==> config.mk <==
export PLATFORM = sky130hd
export DESIGN_NAME = trafficlight_ew
export DESIGN_NICKNAME = d
export VERILOG_FILES = /design/src/rtl/trafficlight_ew.sv
export SDC_FILE = /design/constraint.sdc
export NUM_CORES = 1
export LEC_CHECK = 0
export CAP_MARGIN = 20
export CORE_ASPECT_RATIO = 1.25
export CORE_MARGIN = 1
export CORE_UTILIZATION = 25
export DETAILED_ROUTE_END_ITERATION = 8
export SETUP_SLACK_MARGIN = 0.3
export SYNTH_ARGS = -nofsm -noshare
export SYNTH_HDL_FRONTEND = slang
export SYNTH_SLANG_ARGS = --single-unit
==> constraint.sdc <==
create_clock -name clk -period 2.4 [get_ports clk]
set_input_delay 0.72 -clock clk [delete_from_list [all_inputs] [get_ports clk]]
set_output_delay 0.72 -clock clk [all_outputs]
set_load 0.05 [all_outputs]
==> src/rtl/trafficlight_ew.sv <==
// -----------------------------------------------------------------------------
// trafficlight_ew
//
// East-West traffic light controller. Runs the complementary half of a
// 36-cycle phase plan shared with the North-South light: East-West shows red
// while North-South cycles left/green/yellow, and vice versa. Supports
// emergency preemption (ALLSTOP) with exact resume of the interrupted phase,
// and a conflict monitor that latches a flashing-red FAULT if both approaches
// ever show a non-red aspect at the same time.
//
// Ports:
//   clk        in   1  clock, all state changes on the rising edge
//   rst_n      in   1  asynchronous active-low reset
//   emergency  in   1  emergency vehicle present, sampled on clk rising edge
//   ns_out     in   4  North-South light drive, same encoding as out
//   out        out  4  light drive: [3] left, [2] green, [1] yellow, [0] red
//   phase      out  3  state: RED=0 LEFT=1 GREEN=2 YELLOW=3 ALLSTOP=4 FAULT=5
//   conflict   out  1  sticky fault flag, cleared only by reset
// -----------------------------------------------------------------------------
module trafficlight_ew #(
    parameter int RED_CYC    = 18,
    parameter int LEFT_CYC   = 5,
    parameter int GREEN_CYC  = 10,
    parameter int YELLOW_CYC = 3,
    parameter int CNT_W      = 5
) (
    input  logic       clk,
    input  logic       rst_n,
    input  logic       emergency,
    input  logic [3:0] ns_out,
    output logic [3:0] out,
    output logic [2:0] phase,
    output logic       conflict
);

    typedef enum logic [2:0] {
        S_RED     = 3'd0,
        S_LEFT    = 3'd1,
        S_GREEN   = 3'd2,
        S_YELLOW  = 3'd3,
        S_ALLSTOP = 3'd4,
        S_FAULT   = 3'd5
    } state_t;

    localparam logic [CNT_W-1:0] RED_LAST    = CNT_W'(RED_CYC - 1);
    localparam logic [CNT_W-1:0] LEFT_LAST   = CNT_W'(LEFT_CYC - 1);
    localparam logic [CNT_W-1:0] GREEN_LAST  = CNT_W'(GREEN_CYC - 1);
    localparam logic [CNT_W-1:0] YELLOW_LAST = CNT_W'(YELLOW_CYC - 1);

    localparam logic [3:0] ASPECT_RED    = 4'b0001;
    localparam logic [3:0] ASPECT_LEFT   = 4'b1001;
    localparam logic [3:0] ASPECT_GREEN  = 4'b0100;
    localparam logic [3:0] ASPECT_YELLOW = 4'b0010;

    state_t           state, state_n;
    logic [CNT_W-1:0] counter, counter_n;
    state_t           saved_state, saved_state_n;
    logic [CNT_W-1:0] saved_cnt, saved_cnt_n;
    logic             blink, blink_n;

    // Where normal sequencing would go on this edge; also what an emergency
    // entry saves, so the interrupted phase resumes without losing a cycle.
    state_t           seq_state;
    logic [CNT_W-1:0] seq_cnt;
    logic             aspect_conflict;

    // NOTE: state registers use non-blocking assignments so every flop samples
    // pre-edge values regardless of the order the simulator evaluates blocks.
    always_ff @(posedge clk or negedge rst_n) begin
        if (!rst_n) begin
            state       <= S_RED;
            counter     <= '0;
            saved_state <= S_RED;
            saved_cnt   <= '0;
            blink       <= 1'b0;
        end else begin
            state       <= state_n;
            counter     <= counter_n;
            saved_state <= saved_state_n;
            saved_cnt   <= saved_cnt_n;
            blink       <= blink_n;
        end
    end

    // Normal phase sequencing: RED -> LEFT -> GREEN -> YELLOW -> RED.
    always_comb begin
        // NOTE: defaults first on every combinational output so no path
        // through the case leaves a signal unassigned and infers a latch.
        seq_state = state;
        seq_cnt   = counter + CNT_W'(1);
        unique case (state)
            S_RED:    if (counter == RED_LAST)    begin seq_state = S_LEFT;   seq_cnt = '0; end
            S_LEFT:   if (counter == LEFT_LAST)   begin seq_state = S_GREEN;  seq_cnt = '0; end
            S_GREEN:  if (counter == GREEN_LAST)  begin seq_state = S_YELLOW; seq_cnt = '0; end
            S_YELLOW: if (counter == YELLOW_LAST) begin seq_state = S_RED;    seq_cnt = '0; end
            default:  seq_cnt = counter;
        endcase
    end

    // Both approaches non-red at once. EW out is decoded from registered
    // state, so this is a sampled check of ns_out only at clock edges.
    assign aspect_conflict = (ns_out != ASPECT_RED) && (out != ASPECT_RED);

    // Next-state selection, priority: conflict > emergency > sequencing.
    always_comb begin
        state_n       = state;
        counter_n     = counter;
        saved_state_n = saved_state;
        saved_cnt_n   = saved_cnt;
        blink_n       = blink;

        if (state == S_FAULT) begin
            // Terminal until reset; inputs are ignored, red just flashes.
            blink_n = ~blink;
        end else if (aspect_conflict) begin
            state_n   = S_FAULT;
            counter_n = '0;
            blink_n   = 1'b1;      // first FAULT cycle shows red lit
        end else if (state == S_ALLSTOP) begin
            if (!emergency) begin
                state_n   = saved_state;
                counter_n = saved_cnt;
            end
        end else if (emergency) begin
            saved_state_n = seq_state;
            saved_cnt_n   = seq_cnt;
            state_n       = S_ALLSTOP;
            counter_n     = '0;
        end else begin
            state_n   = seq_state;
            counter_n = seq_cnt;
        end
    end

    // Moore output decode from registered state only.
    always_comb begin
        out = ASPECT_RED;
        unique case (state)
            S_LEFT:   out = ASPECT_LEFT;
            S_GREEN:  out = ASPECT_GREEN;
            S_YELLOW: out = ASPECT_YELLOW;
            S_FAULT:  out = {3'b000, blink};
            default:  out = ASPECT_RED;
        endcase
    end

    assign phase    = state;
    assign conflict = (state == S_FAULT);

endmodule

; ---- Yosys cells after proc, flatten, opt, wreduce, memory -nomap -nowiden
; Cells that the tools add are included.
[classes]
n_eq_ne = 12
bitwise_logic = 4
addsub = 1
n_mux = 21
reduce_logical = 5
[ops]
columns = operator, n
row1 = $mux 5, 8
row2 = $mux 3, 8
row3 = $pmux 5 s4, 1
row4 = $pmux 4 s4, 1
row5 = $pmux 3 s4, 1
row6 = $ne 4x1->1 const B, 2
row7 = $eq 3x2->1 const B, 2
row8 = $eq 3x3->1 const B, 2
row9 = $add 5x1->5 const B, 1
row10 = $eq 5x2->1 const B, 1
row11 = $eq 5x3->1 const B, 1
row12 = $eq 5x4->1 const B, 1
row13 = $eq 5x5->1 const B, 1
row14 = $not 1->1, 4
row15 = $reduce_and 4->1, 1
row16 = $eq 3x1->1 const B, 1
row17 = $logic_not 3->1, 1
row18 = $ne 3x3->1 const B, 1
row19 = $mux 1, 2
row20 = $reduce_and 2->1, 1
row21 = $reduce_bool 2->1, 1
row22 = $logic_and 1x1->1, 1
[word_totals]
out_inout_bits = 8
regBits = 17

; ---- Depth between registers and ports, before layout
; Gate-level depths: netlist of run 1.
[logic_depth]
word_depth = 6
ltp_mapped = 6
depth_no_buf = 6

; ---- Worst setup path before layout of run 1
; No wires, ideal clock.
[synth_path]
path_type = reg2out
startpoint = register state[2], in the netlist phase[2]
endpoint = output out[3]
arrival_time_ps = 2213
n_path_buf = 3
stages_incl_launch_ff = 5
path_slack_ps = -533
t_required_ps = 1680
cell_sequence = dfrtp_1 > clkbuf_1 > buf_2 > clkbuf_1 > nor3_1
[synth_via]
elab_chain_cells = 2
[synth_rtl]
columns = element, line
row1 = from (decl), 55  ; state_t state, state_n;
row2 = from (signal assigned), 77  ; state <= state_n;
row3 = "$eq 3x3->1, or another cell as far along", 138  ; unique case (state)
row4 = $pmux 4 s4 *, 138
row5 = to (decl), 31  ; output logic [3:0] out,
; Mark *: on every way between the ends. The rest lies on a longest branch, timed or not.

; ---- Worst setup path after layout of run 1
[layout_path]
startpoint = input ns_out[1]
endpoint = register saved_state[2]
[layout_via]
elab_chain_cells = 4
[layout_rtl]
columns = element, line
row1 = from (decl), 30  ; input logic [3:0] ns_out,
row2 = $ne 4x1->1, 102  ; assign aspect_conflict = (ns_out != ASPECT_RED) && (out != ASPECT_RED);
row3 = $logic_and 1x1->1, 102
row4 = $not 1->1 (no source line), n/a
row5 = $reduce_and 4->1 (no source line), n/a
row6 = to (signal assigned), 79  ; saved_state <= saved_state_n;
row7 = to (decl), 57  ; state_t saved_state, saved_state_n;
; Every way passes these cells.
; A chain may end at the register's enable or synchronous reset.

==> results of run 1 <==
-- metal layers --
metal / part of all wire / global-route usage / up-vias
met4: 0.016 / 0.05652 / 0
met1: 0.46 / 0.1803 / 553
met5: 0 / 0 / -
li1: - / - / 576
met3: 0.033 / 0.01685 / 4
met2: 0.49 / 0.2155 / 30
-- timing repair --
| action | in CTS | in global routing |
|---|---|---|
| endpoints found under the setup margin | 3 | 12 |
| setup buffers | 5 | 3 |
| resized for setup | 2 | 2 |
-- registers in the layout, indices dropped and copies added (netlist names) --
register / flops
counter: 5
phase: 3
saved_cnt: 5
blink: 1
saved_state: 3
-- synth_stat cells (2+ instances only) --
cell / instances
a211o_1: 3
a211oi_1: 2
a21o_1: 2
a21oi_1: 11
a22oi_1: 7
a32o_1: 2
and3b_1: 2
and4_1: 2
buf_2: 2
buf_6: 2
clkbuf_1: 6
dfrtp_1: 17
ha_1: 4
inv_1: 6
nand2_1: 10
nand2b_1: 3
nand3_1: 8
nor2_1: 10
nor2b_1: 2
nor3_1: 3
o21ai_0: 10
o21ai_1: 2
o2bb2ai_1: 3
o311a_1: 2
-- kinds of logic (layout without fill, tap and decap cells) --
kind of cell,count (synthesis),after routing,share of synthesized area
AOI/OAI and AO/OA,52,52,0.2897
adders and majority gates,4,4,0.03996
buffers and inverters,17,36,0.06793
DFF,17,17,0.3397
muxes,1,1,0.008990
and+or+nand+nor,52,52,0.2538
-- through the flow --
step | util | hold slack [ns] | power [W] | setup WS, ns | instances
2_1_floorplan | - | 0.4244 | 0.0008809 | 0.2859 | 143
3_3_place_gp | 0.3241 | 0.4650 | 0.001014 | 0.08364 | 210
3_5_place_dp | 0.3241 | 0.4670 | 0.001014 | 0.06524 | 210
4_1_cts | 0.3427 | 0.4820 | 0.001247 | 0.3032 | 219
5_1_grt | 0.3516 | 0.5207 | 0.001351 | 0.2771 | 222
6_report | 0.3516 | 0.4846 | 0.001262 | 0.3219 | 222
-- where the power goes --
part	total [W]	switching [W]	internal [W]
Combinational	0.000553	0.000281	0.000272
Sequential	0.000485	0.000113	0.000372
Clock	0.000223	0.000107	0.000115
Total	0.00126	0.000502	0.000760
-- worst paths after layout --
check / from / end / slack [ns] / cells past startpoint
setup reg to reg: counter[0] / counter[0] / 0.50 / 6
setup / recovery: ns_out[1] / saved_state[2] / 0.32 / 5
max in group asynchronous: rst_n / phase[1] / 1.39 / 2
hold reg to reg: saved_state[0] / saved_state[0] / 0.48 / 2
min in group asynchronous: rst_n / phase[2] / 0.79 / 2
hold / removal: saved_state[0] / saved_state[0] / 0.48 / 2
-- area by class of cell --
class	count	share of cell area
inverters	6	0.01344
repair buffers	26	0.1703
clock buffers	3	0.02465
well taps	60	0.04481
flip-flops and latches	17	0.2591
clock inverters	1	0.002987
multi-input cells	109	0.4847
-- critical path, cell delays in order --
cell	delay, ns
clkdlybuf4s50_1	0.46
or4b_1	0.61
a211o_1	0.32
nand2_1	0.06
o21ai_1	0.05
==> impl_metrics.yaml, run 1 <==
synth:
  yosys_warnings: 0
  avgSynthCellArea_sq_um: 8.758
  synth-seq-cells: 17
  ys.flop_type: "dfrtp_1"
  yosysTopAreaCell: "dfrtp_1"
  synth_cells: 143
  synth-edff-count: 0
  syn_nets: 154
  async_flop_share: 1.000
  ys_seq_area_frac: 0.3397
  yosys.area.top_type_share: 0.3397
  synth_area_sq_um: 1252
  synthTopCellsByArea: "dfrtp_1, a21oi_1, a22oi_1"
  synth_cell_types: 46
timing:
  relSlewSlack: 0.6341
  slew_viol_final: 0
  rsz0062_at_grt: "yes"
  worstMarginPinSlew_ns: 0.5479
  fmax_ghz: 0.4812
  post-route-min-period_ns: 2.078
  final-hold-violation-count: 0
  fin_crit_sh: 0.8659
  tns_ns: 0
  setup_viol: 0
  finalClockSkew_ns: 0.0004309
floorplan:
  core_sq_um: 4765
  die-area_sq_um: 5299
  die_h_um: 81.14
  die_x_um: 65.31
  rows: 28
  initial_core_util: 0.2629
  num_io_pins: 15
placement:
  placed_area_sq_um: 1544
  io_buffers: 14
  place.gp.congestion: 0.7777
  dp_hpwl_mm: 2.223
grt:
  grt_pass1_wl_mm: 5.540
  grt_max_degree: 19
  grt-ovfl-total: 0
  grt_pass1_vias: 1127
  grt.total_usage: 0.1343
  antenna_found_initial: 0
pwr:
  max-vdd-ir-drop_mv: 0.3311
  p_per_area_nw_per_um2: 753.0
  p_leak_nw: 0.7085
drt:
  via_per_inst: 5.239
  drc: 0
  drt_iter0_drc: 57
  drt-wirelength-per-cell_um: 14.32
  ant_nets: 0
  wirelength_mm: 3.180
  drtPass1Iterations: 4
  vias: 1163
worst_setup_path:
  criticalPathCategory: "primary input to flip-flop"
  worst_setup_path_end_kind: "flip-flop"
  cp.arrival_ns: 2.22
  crit_fanout: 4
  start_kind: "primary input"
  worstPathRequired_ns: 2.55
clocking:
  clk_pin_slew_ns: 0.07
  cts-root-buf: "clkbuf_8"
  cts.path.max_buffers: 2
  clock_latency_ns: 0.25
  cts-buffers-inserted: 3
  cts_tree: "built"
  hold_buffers: 0
  h-tree-depth: 1
  clock_sink_count: 17
status:
  outcome: "finished clean"
cells_and_area:
  final_cell_mix: "dfrtp_1, buf_4, a21oi_1"
  multi_input_area_sq_um: 812.0
  final_layout_size_suffix_gt1_frac: 0.2654
  area_growth_pct: 33.77
  final_nets: 174
  seq_area_sq_um: 434.2
  diodes: 0
  fillers: 521
  fin_area_sq_um: 1675
min_path:
  timing.hold.worst.class: "flip-flop to flip-flop"
job:
  drv_cap: 0
Power figures use the tool's default switching activity.
==> run 2, diff against run 1 <==
--- a/config.mk
+++ b/config.mk
@@ -9,6 +9,7 @@
 export CORE_ASPECT_RATIO = 1.25
 export CORE_MARGIN = 1
 export CORE_UTILIZATION = 25
+export CTS_BUF_LIST = sky130_fd_sc_hd__clkbuf_2
 export DETAILED_ROUTE_END_ITERATION = 8
 export SETUP_SLACK_MARGIN = 0.3
 export SYNTH_ARGS = -nofsm -noshare
==> run 2 against run 1 <==
  * Cell count shrank 0.45%
  * Clock skew grew 0.017 ns
  * Sequential power is essentially flat
  * Via count grew 1.3%
  * Count of clock-buffer cells in the layout is the same
  * Register-to-register slack is essentially flat
  * Final area shrank 1.9%
  * Die area is the same
  * Critical endpoint is now out[0]
==> impl_metrics.yaml, run 2 (synthesized netlist as in run 1, its figures left out) <==
cells_and_area:
  diodes: 0
  area_growth_pct: 31.27
  final_common_cell: "dfrtp_1"
  reg.largest.list: "counter x5, saved_cnt x5"
  final_nets: 173
  final_layout_size_suffix_gt1_frac: 0.2733
  layout.cells.non_filler: 221
  final_cell_mix: "dfrtp_1, buf_4, a21oi_1"
  fillers: 525
worst_setup_path:
  worst_setup_path_end_kind: "output port"
  r2r_end: "counter[3]"
  reg2reg_depth: 6
  start_kind: "flip-flop"
  worstPathRequired_ns: 1.68
  reg2reg_slack_ns: 0.51
  crit-reg2reg-launch: "counter[1]"
  cp.arrival_ns: 1.36
  criticalPathCategory: "flip-flop to output port"
  crit_fanout: 3
drt:
  drc: 0
  via_per_inst: 5.330
  vias: 1178
  drtPass1Iterations: 5
  wirelength_mm: 3.238
  drt_iter0_drc: 46
  ant_nets: 0
  drt-wirelength-per-cell_um: 14.65
timing:
  final-hold-violation-count: 0
  relSlewSlack: 0.6230
  post-route-min-period_ns: 2.081
  fin_crit_sh: 0.8671
  setup_viol: 0
  finalClockSkew_ns: 0.01729
  rsz0062_at_grt: "yes"
  fmax_ghz: 0.4805
  tns_ns: 0
  slew_viol_final: 0
  worstMarginPinSlew_ns: 0.5646
clocking:
  cts_tree: "built"
  cts-buffers-inserted: 3
  cts-root-buf: "clkbuf_2"
  h-tree-depth: 1
  clock_latency_ns: 0.33
  clk_pin_slew_ns: 0.18
  cts.path.max_buffers: 2
  clock_sink_count: 17
pwr:
  total_power_w: 0.001186
  max-vdd-ir-drop_mv: 0.3323
  p_leak_nw: 0.6900
  p_per_area_nw_per_um2: 721.4
placement:
  dp_hpwl_mm: 2.223
  place.gp.congestion: 0.7777
  placed_cells: 210
  io_buffers: 14
grt:
  grt.total_usage: 0.1316
  grt_pass1_vias: 1133
  antenna_found_initial: 0
  grt_max_degree: 19
  grt-ovfl-total: 0
  grt_pass1_wl_mm: 5.520
floorplan:
  core_sq_um: 4765
  rows: 28
  die_x_um: 65.31
  initial_core_util: 0.2629
  num_io_pins: 15
  die_h_um: 81.14
  die-area_sq_um: 5299
job:
  drv_cap: 0
min_path:
  timing.hold.worst.class: "flip-flop to flip-flop"
  whs_endpoint: "saved_state[0]"
  hold_depth: 2
  min_from: "saved_state[0]"
status:
  outcome: "finished clean"
-- run 2: cell count changes in the layout (fill, tap and decap cells not counted), sizes merged --
cell and change:
buf -1
-- run 2: per-stage QoR --
step,util,hold WS [ns],area (sq um),setup WS [ns]
after floorplan,-,0.4244,1341,0.2859
after global placement,0.3241,0.4650,1544,0.08364
after detailed placement,0.3241,0.4670,1544,0.06524
after CTS,0.3409,0.5031,1624,0.3245
after global routing,0.3451,0.5437,1644,0.2824
final,0.3451,0.5076,1644,0.3188
-- run 2: per-layer routing --
layer	vias to the layer above	global-route usage	wire [um]
li1	570	-	-
met1	567	0.1803	1486
met2	33	0.2144	1581
met3	8	0.009831	106
met4	0	0.05000	63
met5	-	0	0
-- run 2: cell type report --
type | count | area, sq um | share of cell area
clock inverter | 1 | 5.005 | 0.003044
timing repair buffer | 25 | 277.8 | 0.1689
sequential | 17 | 434.2 | 0.2641
clock buffer | 3 | 15.01 | 0.009132
inverter | 6 | 22.52 | 0.01370
tap | 60 | 75.07 | 0.04566
multi-input combinational | 109 | 814.5 | 0.4954
-- run 2: timing repair --
action	CTS	global route
hold buffers	0	0
endpoints found under the setup margin	5	4
endpoints found under the hold margin	0	0
gates cloned	0	0
buffers inserted	7	0
pin swaps	1	0
resized for setup	3	3
-- run 2: worst max path at each step --
stage                      to  startpoint  cells past startpoint
2_1_floorplan          out[3]    phase[0]                      3
3_3_place_gp   saved_state[1]   ns_out[1]                      5
3_5_place_dp   saved_state[1]   ns_out[1]                      5
4_1_cts                out[0]    phase[2]                      3
5_1_grt            counter[1]   ns_out[1]                      5
6_report               out[0]    phase[2]                      3
-- run 2: where the power goes --
part | switching [W] | internal, W | total (W)
clock | 0.000107 | 0.0000377 | 0.000144
sequential | 0.000114 | 0.000371 | 0.000485
combinational | 0.000286 | 0.000271 | 0.000556
-- run 2: critical path, cell delays in order (launching register included) --
cell	delay, ns
dfrtp_4	0.48
nand2_4	0.06
o31a_4	0.36
buf_12	0.15
==> run 3, diff against run 2 <==
--- a/config.mk
+++ b/config.mk
@@ -7,8 +7,7 @@
 export LEC_CHECK = 0
 export CAP_MARGIN = 20
 export CORE_ASPECT_RATIO = 1.25
-export CORE_MARGIN = 1
-export CORE_UTILIZATION = 25
+export CORE_UTILIZATION = 30
 export CTS_BUF_LIST = sky130_fd_sc_hd__clkbuf_2
 export DETAILED_ROUTE_END_ITERATION = 8
 export SETUP_SLACK_MARGIN = 0.3
==> run 3 against run 2 <==
  * Sequential power fell by 0.8%
  * Highest routed layer unchanged
  * Worst hold slack got worse by 0.0054 ns
  * First-iteration DRC count fell by 30%
  * Largest power group unchanged
  * Setup slack got worse by 0.011 ns
  * Routed wire length rose by 5.2%
  * Critical path type unchanged
  * Core utilization rose by 7.3 points
  * Combinational power rose by 2%
  * Final area fell by 1.3%
  * Largest cell class unchanged
  * Global-route usage rose by 4.1 points
==> impl_metrics.yaml, run 3 (synthesized netlist as in run 1, its figures left out) <==
drt:
  wirelength_mm: 3.406
  drt-wirelength-per-cell_um: 15.99
  vias: 1184
  via_per_inst: 5.559
  drtPass1Iterations: 4
  drt_iter0_drc: 32
  drc: 0
  ant_nets: 0
placement:
  place.gp.congestion: 0.8181
  io_buffers: 14
  dp_hpwl_mm: 2.274
  placed_cells: 203
  placed_area_sq_um: 1529
status:
  outcome: "finished clean"
timing:
  worstMarginPinSlew_ns: 0.7197
  relSlewSlack: 0.5194
  fmax_ghz: 0.4780
  tns_ns: 0
  rsz0062_at_grt: "yes"
  slew_viol_final: 0
  finalClockSkew_ns: 0.01188
  setup_viol: 0
  final-hold-violation-count: 0
  fin_crit_sh: 0.8718
  post-route-min-period_ns: 2.092
cells_and_area:
  area_growth_pct: 29.57
  fin_area_sq_um: 1623
  final_common_cell: "dfrtp_1"
  postLayoutCoreUtil: 0.4184
  final_nets: 171
  final_cell_mix: "dfrtp_1, a21oi_1, o21ai_0, buf_4, nand2_1"
  reg.largest.list: "counter x5, saved_cnt x5"
  layout.cells.non_filler: 213
  diodes: 0
  final_layout_size_suffix_gt1_frac: 0.2579
floorplan:
  rows: 25
  die-area_sq_um: 4439
  die_x_um: 59.79
  die_h_um: 74.24
  core_sq_um: 3879
  initial_core_util: 0.3229
  num_io_pins: 15
worst_setup_path:
  r2r_end: "saved_cnt[4]"
  cp_top_family: "flip-flops"
  crit_buf_inv: 1
  crit-reg2reg-launch: "phase[2]"
  endpoint: "out[0]"
  worst_setup_path_end_kind: "output port"
  cp_slowest_cell: "dfrtp_4"
  cp.depth: 3
  max_stage_delay_ns: 0.49
  reg2reg_slack_ns: 0.50
  crit_fanout: 4
  reg2reg_depth: 5
  start_kind: "flip-flop"
  worstPathRequired_ns: 1.68
  crit_start: "phase[2]"
  worstPathCellList: "nand2_4 -> o31a_4 -> buf_12"
  cp.arrival_ns: 1.37
  criticalPathCategory: "flip-flop to output port"
pwr:
  p_per_area_nw_per_um2: 730.0
  max-vdd-ir-drop_mv: 0.3827
  p_leak_nw: 0.6844
grt:
  grt.total_usage: 0.1731
  grt-ovfl-total: 0
  antenna_found_initial: 0
  grt_pass1_vias: 1178
  grt_max_degree: 19
  grt_pass1_wl_mm: 5.706
clocking:
  cts-root-buf: "clkbuf_2"
  clk_pin_slew_ns: 0.17
  clock_latency_ns: 0.31
  cts_tree: "built"
  hold_buffers: 0
  clock_sink_count: 17
  cts-buffers-inserted: 3
  h-tree-depth: 1
  cts.path.max_buffers: 2
job:
  drv_cap: 0
min_path:
  timing.hold.worst.class: "flip-flop to flip-flop"
## run 3: changes by cell type in the layout (fill, tap and decap cells not counted), sizes merged
cell / before / now
buf: 19 / 17
clkbuf: 3 / 4
clkinv: 1 / 0
## run 3: cell type report
| class | instances | area, sq um |
|---|---|---|
| clock buffers | 4 | 20.02 |
| fillers | 394 | 2256 |
| inverters | 6 | 22.52 |
| multi-input cells | 109 | 812.0 |
| flip-flops and latches | 17 | 434.2 |
| well taps | 54 | 67.56 |
| repair buffers | 23 | 266.5 |
## run 3: timing repair
action | 4_1_cts | 5_1_grt
buffers inserted | 6 | 0
pin swaps | 1 | 1
gates resized for setup | 4 | 3
setup endpoints to repair | 5 | 8
## run 3: how the worst min path moves through the flow
| stage | startpoint | to | slack [ns] | depth (start not counted) |
|---|---|---|---|---|
| after floorplan | rst_n | blink | 0.42 | 0 |
| after global placement | saved_state[0] | saved_state[0] | 0.46 | 2 |
| after detailed placement | saved_state[0] | saved_state[0] | 0.47 | 2 |
| after CTS | saved_state[0] | saved_state[0] | 0.51 | 2 |
| after global routing | saved_state[0] | saved_state[0] | 0.55 | 2 |
| final | saved_state[0] | saved_state[0] | 0.50 | 2 |
## run 3: stage by stage
| step | total power, W | hold slack (ns) | worst slack, ns |
|---|---|---|---|
| finish | 0.001185 | 0.5022 | 0.3078 |
| global route | 0.001262 | 0.5498 | 0.2552 |
| CTS | 0.001177 | 0.5082 | 0.3050 |
| detailed placement | 0.001017 | 0.4691 | 0.05120 |
| global placement | 0.0009993 | 0.4612 | 0.1120 |
| floorplan | 0.0008809 | 0.4244 | 0.2859 |
## run 3: power by group
part / switching, W / internal (W) / total, W
registers: 0.000110 / 0.000372 / 0.000481
clock network: 0.0000947 / 0.0000442 / 0.000139
logic: 0.000297 / 0.000268 / 0.000565
total: 0.000501 / 0.000683 / 0.00118
## run 3: metal layers
layer  routed length, um  global-route usage  vias to the layer above  part of all wire
met5                   0                   0                        -                 0
met4                 112             0.08527                        0             0.033
met3                  97             0.01913                       14             0.028
met2                1685              0.2926                       37              0.49
met1                1511              0.2169                      565              0.44
li1                    -                   -                      568                 -
## run 3: tightest hold or removal path, stage by stage (launching register included)
cell     delay, ns
dfrtp_1       0.38
nand2_1       0.04
o21ai_0       0.06
